## config.mk

```make
export PLATFORM = sky130hd
export DESIGN_NAME = delay_bin_generator
export DESIGN_NICKNAME = d
export VERILOG_FILES = /design/src/rtl/delay_bin_generator.sv
export SDC_FILE = /design/constraint.sdc
export NUM_CORES = 1
export LEC_CHECK = 0
export ABC_AREA = 1
export BUFFER_PORTS_ARGS = -buffer_cell sky130_fd_sc_hd__buf_2
export CAP_MARGIN = 30
export CORE_MARGIN = 2
export CORE_UTILIZATION = 45
export DETAILED_ROUTE_END_ITERATION = 10
export PLACE_DENSITY_LB_ADDON = 0.15
export SYNTH_ARGS = -nofsm -noshare
export SYNTH_HDL_FRONTEND = slang
export SYNTH_SLANG_ARGS = --single-unit
```

## constraint.sdc

```tcl
create_clock -name clk -period 3.19 [get_ports clk]
set_clock_uncertainty 0.05 [all_clocks]
set_input_delay 0.638 -clock clk [delete_from_list [all_inputs] [get_ports clk]]
set_output_delay 0.638 -clock clk [all_outputs]
set_load 0.02 [all_outputs]
```

## src/rtl/delay_bin_generator.sv

```systemverilog
// Start/stop photon delay measurement: converts the delay between synchronized
// start and stop edges into a 7-bit histogram bin and strobes it downstream.
module delay_bin_generator #(
    parameter int BIN_SHIFT = 0
) (
    input  logic        clk,
    input  logic        rst_n,
    input  logic        start_in,
    input  logic        stop_in,
    input  logic [1:0]  Command,
    output logic [6:0]  addr,
    output logic        Memory_add,
    output logic        busy,
    output logic [15:0] overflow_cnt
);

    localparam int CW = 8 + BIN_SHIFT;

    localparam logic [1:0] IDLE     = 2'd0;
    localparam logic [1:0] ARMED    = 2'd1;
    localparam logic [1:0] COUNTING = 2'd2;

    localparam logic [1:0] CMD_CLEAR = 2'b01;
    localparam logic [1:0] CMD_RUN   = 2'b10;

    // 128 << BIN_SHIFT is exactly the MSB of the counter
    localparam logic [CW-1:0] TIMEOUT = {1'b1, {(CW-1){1'b0}}};
    localparam logic [CW-1:0] ONE     = {{(CW-1){1'b0}}, 1'b1};

    logic [1:0]    w_raw;
    logic [1:0]    w_edge;
    logic [1:0]    r_qual;
    logic [1:0]    r_state;
    logic [CW-1:0] r_counter;
    logic [6:0]    r_addr;
    logic          r_mem_add;
    logic [15:0]   r_ovf;
    logic          w_start_edge;
    logic          w_stop_edge;
    logic [6:0]    w_bin;

    assign w_raw = {stop_in, start_in};

    // Marks when the synchronizer output holds a real post-reset sample
    always_ff @(posedge clk or negedge rst_n) begin
        if (!rst_n) begin
            r_qual <= 2'b00;
        end else begin
            r_qual <= {r_qual[0], 1'b1};
        end
    end

    generate
        for (genvar gi = 0; gi < 2; gi++) begin : g_chan
            logic [1:0] r_sync;
            logic       r_prev;
            logic       r_low_seen;
            logic       r_edge;

            // An input must be seen low after reset before its rise counts as an edge
            always_ff @(posedge clk or negedge rst_n) begin
                if (!rst_n) begin
                    r_sync     <= 2'b00;
                    r_prev     <= 1'b0;
                    r_low_seen <= 1'b0;
                    r_edge     <= 1'b0;
                end else begin
                    r_sync <= {r_sync[0], w_raw[gi]};
                    r_prev <= r_sync[1];
                    if (r_qual[1] && !r_sync[1]) begin
                        r_low_seen <= 1'b1;
                    end
                    r_edge <= r_low_seen & r_sync[1] & ~r_prev;
                end
            end

            assign w_edge[gi] = r_edge;
        end
    endgenerate

    assign w_start_edge = w_edge[0];
    assign w_stop_edge  = w_edge[1];
    assign w_bin        = r_counter[BIN_SHIFT +: 7];

    always_ff @(posedge clk or negedge rst_n) begin
        if (!rst_n) begin
            r_state   <= IDLE;
            r_counter <= '0;
            r_addr    <= 7'd0;
            r_mem_add <= 1'b0;
            r_ovf     <= 16'd0;
        end else begin
            r_mem_add <= 1'b0;
            if (Command != CMD_RUN) begin
                r_state   <= IDLE;
                r_counter <= '0;
                if (Command == CMD_CLEAR) begin
                    r_ovf <= 16'd0;
                end
            end else begin
                case (r_state)
                    IDLE: begin
                        r_state <= ARMED;
                    end
                    ARMED: begin
                        if (w_start_edge) begin
                            if (w_stop_edge) begin
                                r_addr    <= 7'd0;
                                r_mem_add <= 1'b1;
                            end else begin
                                r_counter <= ONE;
                                r_state   <= COUNTING;
                            end
                        end
                    end
                    COUNTING: begin
                        // Timeout wins over a coincident stop edge
                        if (r_counter == TIMEOUT) begin
                            if (r_ovf != 16'hFFFF) begin
                                r_ovf <= r_ovf + 16'd1;
                            end
                            r_counter <= '0;
                            r_state   <= ARMED;
                        end else if (w_stop_edge) begin
                            r_addr    <= w_bin;
                            r_mem_add <= 1'b1;
                            r_counter <= '0;
                            r_state   <= ARMED;
                        end else begin
                            r_counter <= r_counter + ONE;
                        end
                    end
                    default: begin
                        r_state   <= IDLE;
                        r_counter <= '0;
                    end
                endcase
            end
        end
    end

    assign addr         = r_addr;
    assign Memory_add   = r_mem_add;
    assign busy         = (r_state == COUNTING);
    assign overflow_cnt = r_ovf;

endmodule

```

==> summary.txt <==
Layout
  • Area Overhead vs Synth: 11.2%
  • Ant. Diodes: 0
  • Fill cell count: ~580
  • Register area: 0.00115 mm^2
  • Final net count: about 370
  • Multi-input gate area: 0.00126 mm^2
  • Share of cells above drive strength 1: between 10% and 20%

Floorplan
  • Die area: 0.00638 mm^2
  • Core Box Area: ~0.0055 mm^2
  • Chip width: roughly 80 um
  • Initial core utilization: approximately 47%
  • Die Height: around 80 um
  • IO Pins: 31
  • Num rows: 27

Drt
  • Drt first pass iters: 4
  • Final WL: roughly 5.3 mm
  • DRT antenna net count: 0
  • DRT iter0 DRCs: 74
  • Drt drc: 0
  • Drt via density: 4.90
  • Via count: 2,115
  • Wire length per cell: between 10 and 15 um

GRT
  • Initial antenna violation count: 0
  • Vias in the first global route: roughly 1,900
  • First-pass GRT wire length: approximately 9.0 mm
  • Largest net degree at the start of global routing: 28
  • Grt total ovfl: 0
  • Overall routing resource usage: about 18%

STA
  • # setup viols final: 0
  • Fmax: ~0.52 GHz
  • Hold WS: 244 ps
  • Final Max Tran Viols: 0
  • Tmin final: between 1500 and 2000 ps
  • Final hold viol count: 0
  • Post-route setup TNS: 0 ps
  • Period utilization: about 60%
  • RSZ-0062 raised after global routing: no

CTS
  • Hold-fix buffers, CTS: 0
  • Worst-path clk slew: 90 ps
  • CTS Buf Count: 5
  • CTS max path bufs: 2
  • Root buffer cell: clkbuf_8
  • Post-CTS Resized: 0
  • CTS tree: done
  • Clock Sinks: 46
  • H-tree level count: 2
  • Post-CTS Setup Bufs: 0
  • Clk_lat worst skew: roughly 290 ps

Critical path
  • CP startpoint kind: flop
  • Worst path bufs/invs: 2
  • R2R Setup Slk: ~1300 ps
  • Crit. End Element: flop
  • Worst reg2reg path startpoint: overflow_cnt[0]
  • R2R cell count: 10
  • Crit-path leading delay family: simple AND/OR/NAND/NOR gates
  • Crit-path slowest cell: dfrtp_1
  • Max FO, Critical Path: 18
  • CP Data Arrival Time: 2050 ps
  • Worst r2r dst: overflow_cnt[9]
  • WS Path Type: flop to flop
  • Cell breakdown of the critical path: ha_1, nand3_2, inv_2, nand2_2, clkinv_1, nand3_2, nand2_4, nand2_4, nand2_1, nand2_1
  • Slowest Stage Delay on Critical Path: between 400 and 500 ps
  • Crit path required time: ~3300 ps

Status
  • Status: complete, no violations

Hold path
  • Worst hold path class: input pin to asynchronous set/reset pin

Pwr
  • Pleak: 1.42 nW
  • Peak VDD IR: approximately 0.28 mV
  • Power Density: 354 mW/mm^2
  • Total power: 1.02 mW

Placed design
  • DP HPWL: a little under 4 mm
  • Port bufs: 30
  • RePlAce Congestion: between 0.8 and 0.9

Yosys
  • Most used DFF post-synth: dfrtp_1
  • #FFs+latches synth: 46
  • Post-synth EDFFs: 0
  • Asr flop ratio synth: 100%
  • Mapped Cells: around 330
  • Post-Syn Area per Cell: about 7.9 um^2
  • Post-synth net total: between 300 and 400
  • Syn Std Cell Area: 0.00259 mm^2
  • Netlist cell types: 27
  • Sequential area share after synthesis: between 40 and 50%
  • Yosys warns: 0

Run
  • Max-cap violations: 0
[synthesized netlist by cell type, drive strengths merged (2+ instances only)]
library cell,number,area [um^2]
buf,4,53.8
o21bai,3,22.5
dfrtp,46,1150
clkbuf,2,7.51
nand4,8,50.1
ha,7,87.6
nand3,38,200
xor2,6,52.6
xnor2,3,26.3
nor3,4,20.0
inv,31,116
nor2,51,231
o21ai,7,35.0
nand2,108,473
a21oi,4,20.0
[metrics by stage]
| step | std cells | setup slack (ps) | utilization [%] | instance area, um^2 |
|---|---|---|---|---|
| after global routing | 432 | 1080 | 52.0 | 2880 |
| after detailed placement | 424 | 1160 | 50.3 | 2790 |
| after global placement | 423 | 1240 | 50.0 | 2770 |
| after CTS | 432 | 1270 | 52.0 | 2880 |
| after floorplan | 327 | 1430 | - | 2590 |
| final | 432 | 1270 | 52.0 | 2880 |
[worst register-to-register path, delay by kind of cell (launching register included)]
family	cells	cell delay, ps
and+or+nand+nor	7	900
DFF	1	440
adders and majority gates	1	270
buffers and inverters	2	140
[routing by layer]
metal / track usage, % / up-vias / part of all wire (%)
li1: - / 1100 / -
met1: 25.3 / 980 / 50
met2: 28.8 / 33 / 46
met3: 3.96 / 2 / 4.0
met4: 3.56 / 0 / 0.51
met5: 0 / - / 0
[layout make-up]
class	instances	area share, %
clock buffers	5	2.39
clock inverters	3	0.739
inverters	32	4.17
multi-input cells	243	43.7
flip-flops and latches	46	40.0
well taps	72	3.13
repair buffers	31	5.91
[sequential cells by signal (all words and copies together), names as in the netlist]
signal,cells
g_chan.r_prev,2
g_chan.r_low_seen,2
g_chan.r_sync,4
r_qual,2
r_counter,8
r_state,2
g_chan.r_edge,2
overflow_cnt,16
Memory_add,1
addr,7
[placed cells by master, fill, tap and decap left out, types with 2 or more instances in the layout]
cell type	count
a21oi_1	4
buf_2	30
clkbuf_8	5
dfrtp_1	46
ha_1	7
inv_1	30
nand2_1	87
nand2_2	18
nand2_4	3
nand3_1	36
nand3_2	2
nand4_1	8
nor2_1	45
nor2_4	5
nor3_1	4
o21ai_0	7
o21bai_1	3
xnor2_1	3
xor2_1	6
[logic make-up after synthesis]
group	share of synthesized area, %
AND/OR/NAND/NOR	38.7
flip-flops	44.4
adder cells (fa/ha/maj)	3.38
AO/OA/AOI/OAI	3.24
buffers and inverters	7.00
other	0.145
XOR/XNOR	3.04
[power breakdown]
group	internal [mW]	switching, mW	leakage (nW)	total [mW]
logic	0.0171	0.0507	0.766	0.0678
clock network	0.154	0.202	0.0441	0.357
registers	0.591	0.00534	0.611	0.596
total	0.762	0.258	1.42	1.02
[how the worst max path moves through the flow]
stage                               start                to  slack (ps)  cells after the start
after floorplan           overflow_cnt[0]  overflow_cnt[14]        1430                     11
after global placement         Command[0]           addr[2]        1240                      7
after detailed placement       Command[0]           addr[6]        1160                      7
after CTS                      r_state[0]              busy        1270                      3
after global routing      overflow_cnt[0]  overflow_cnt[13]        1080                     10
final                     overflow_cnt[0]   overflow_cnt[9]        1270                     10
(Power assumes the default switching activity.)
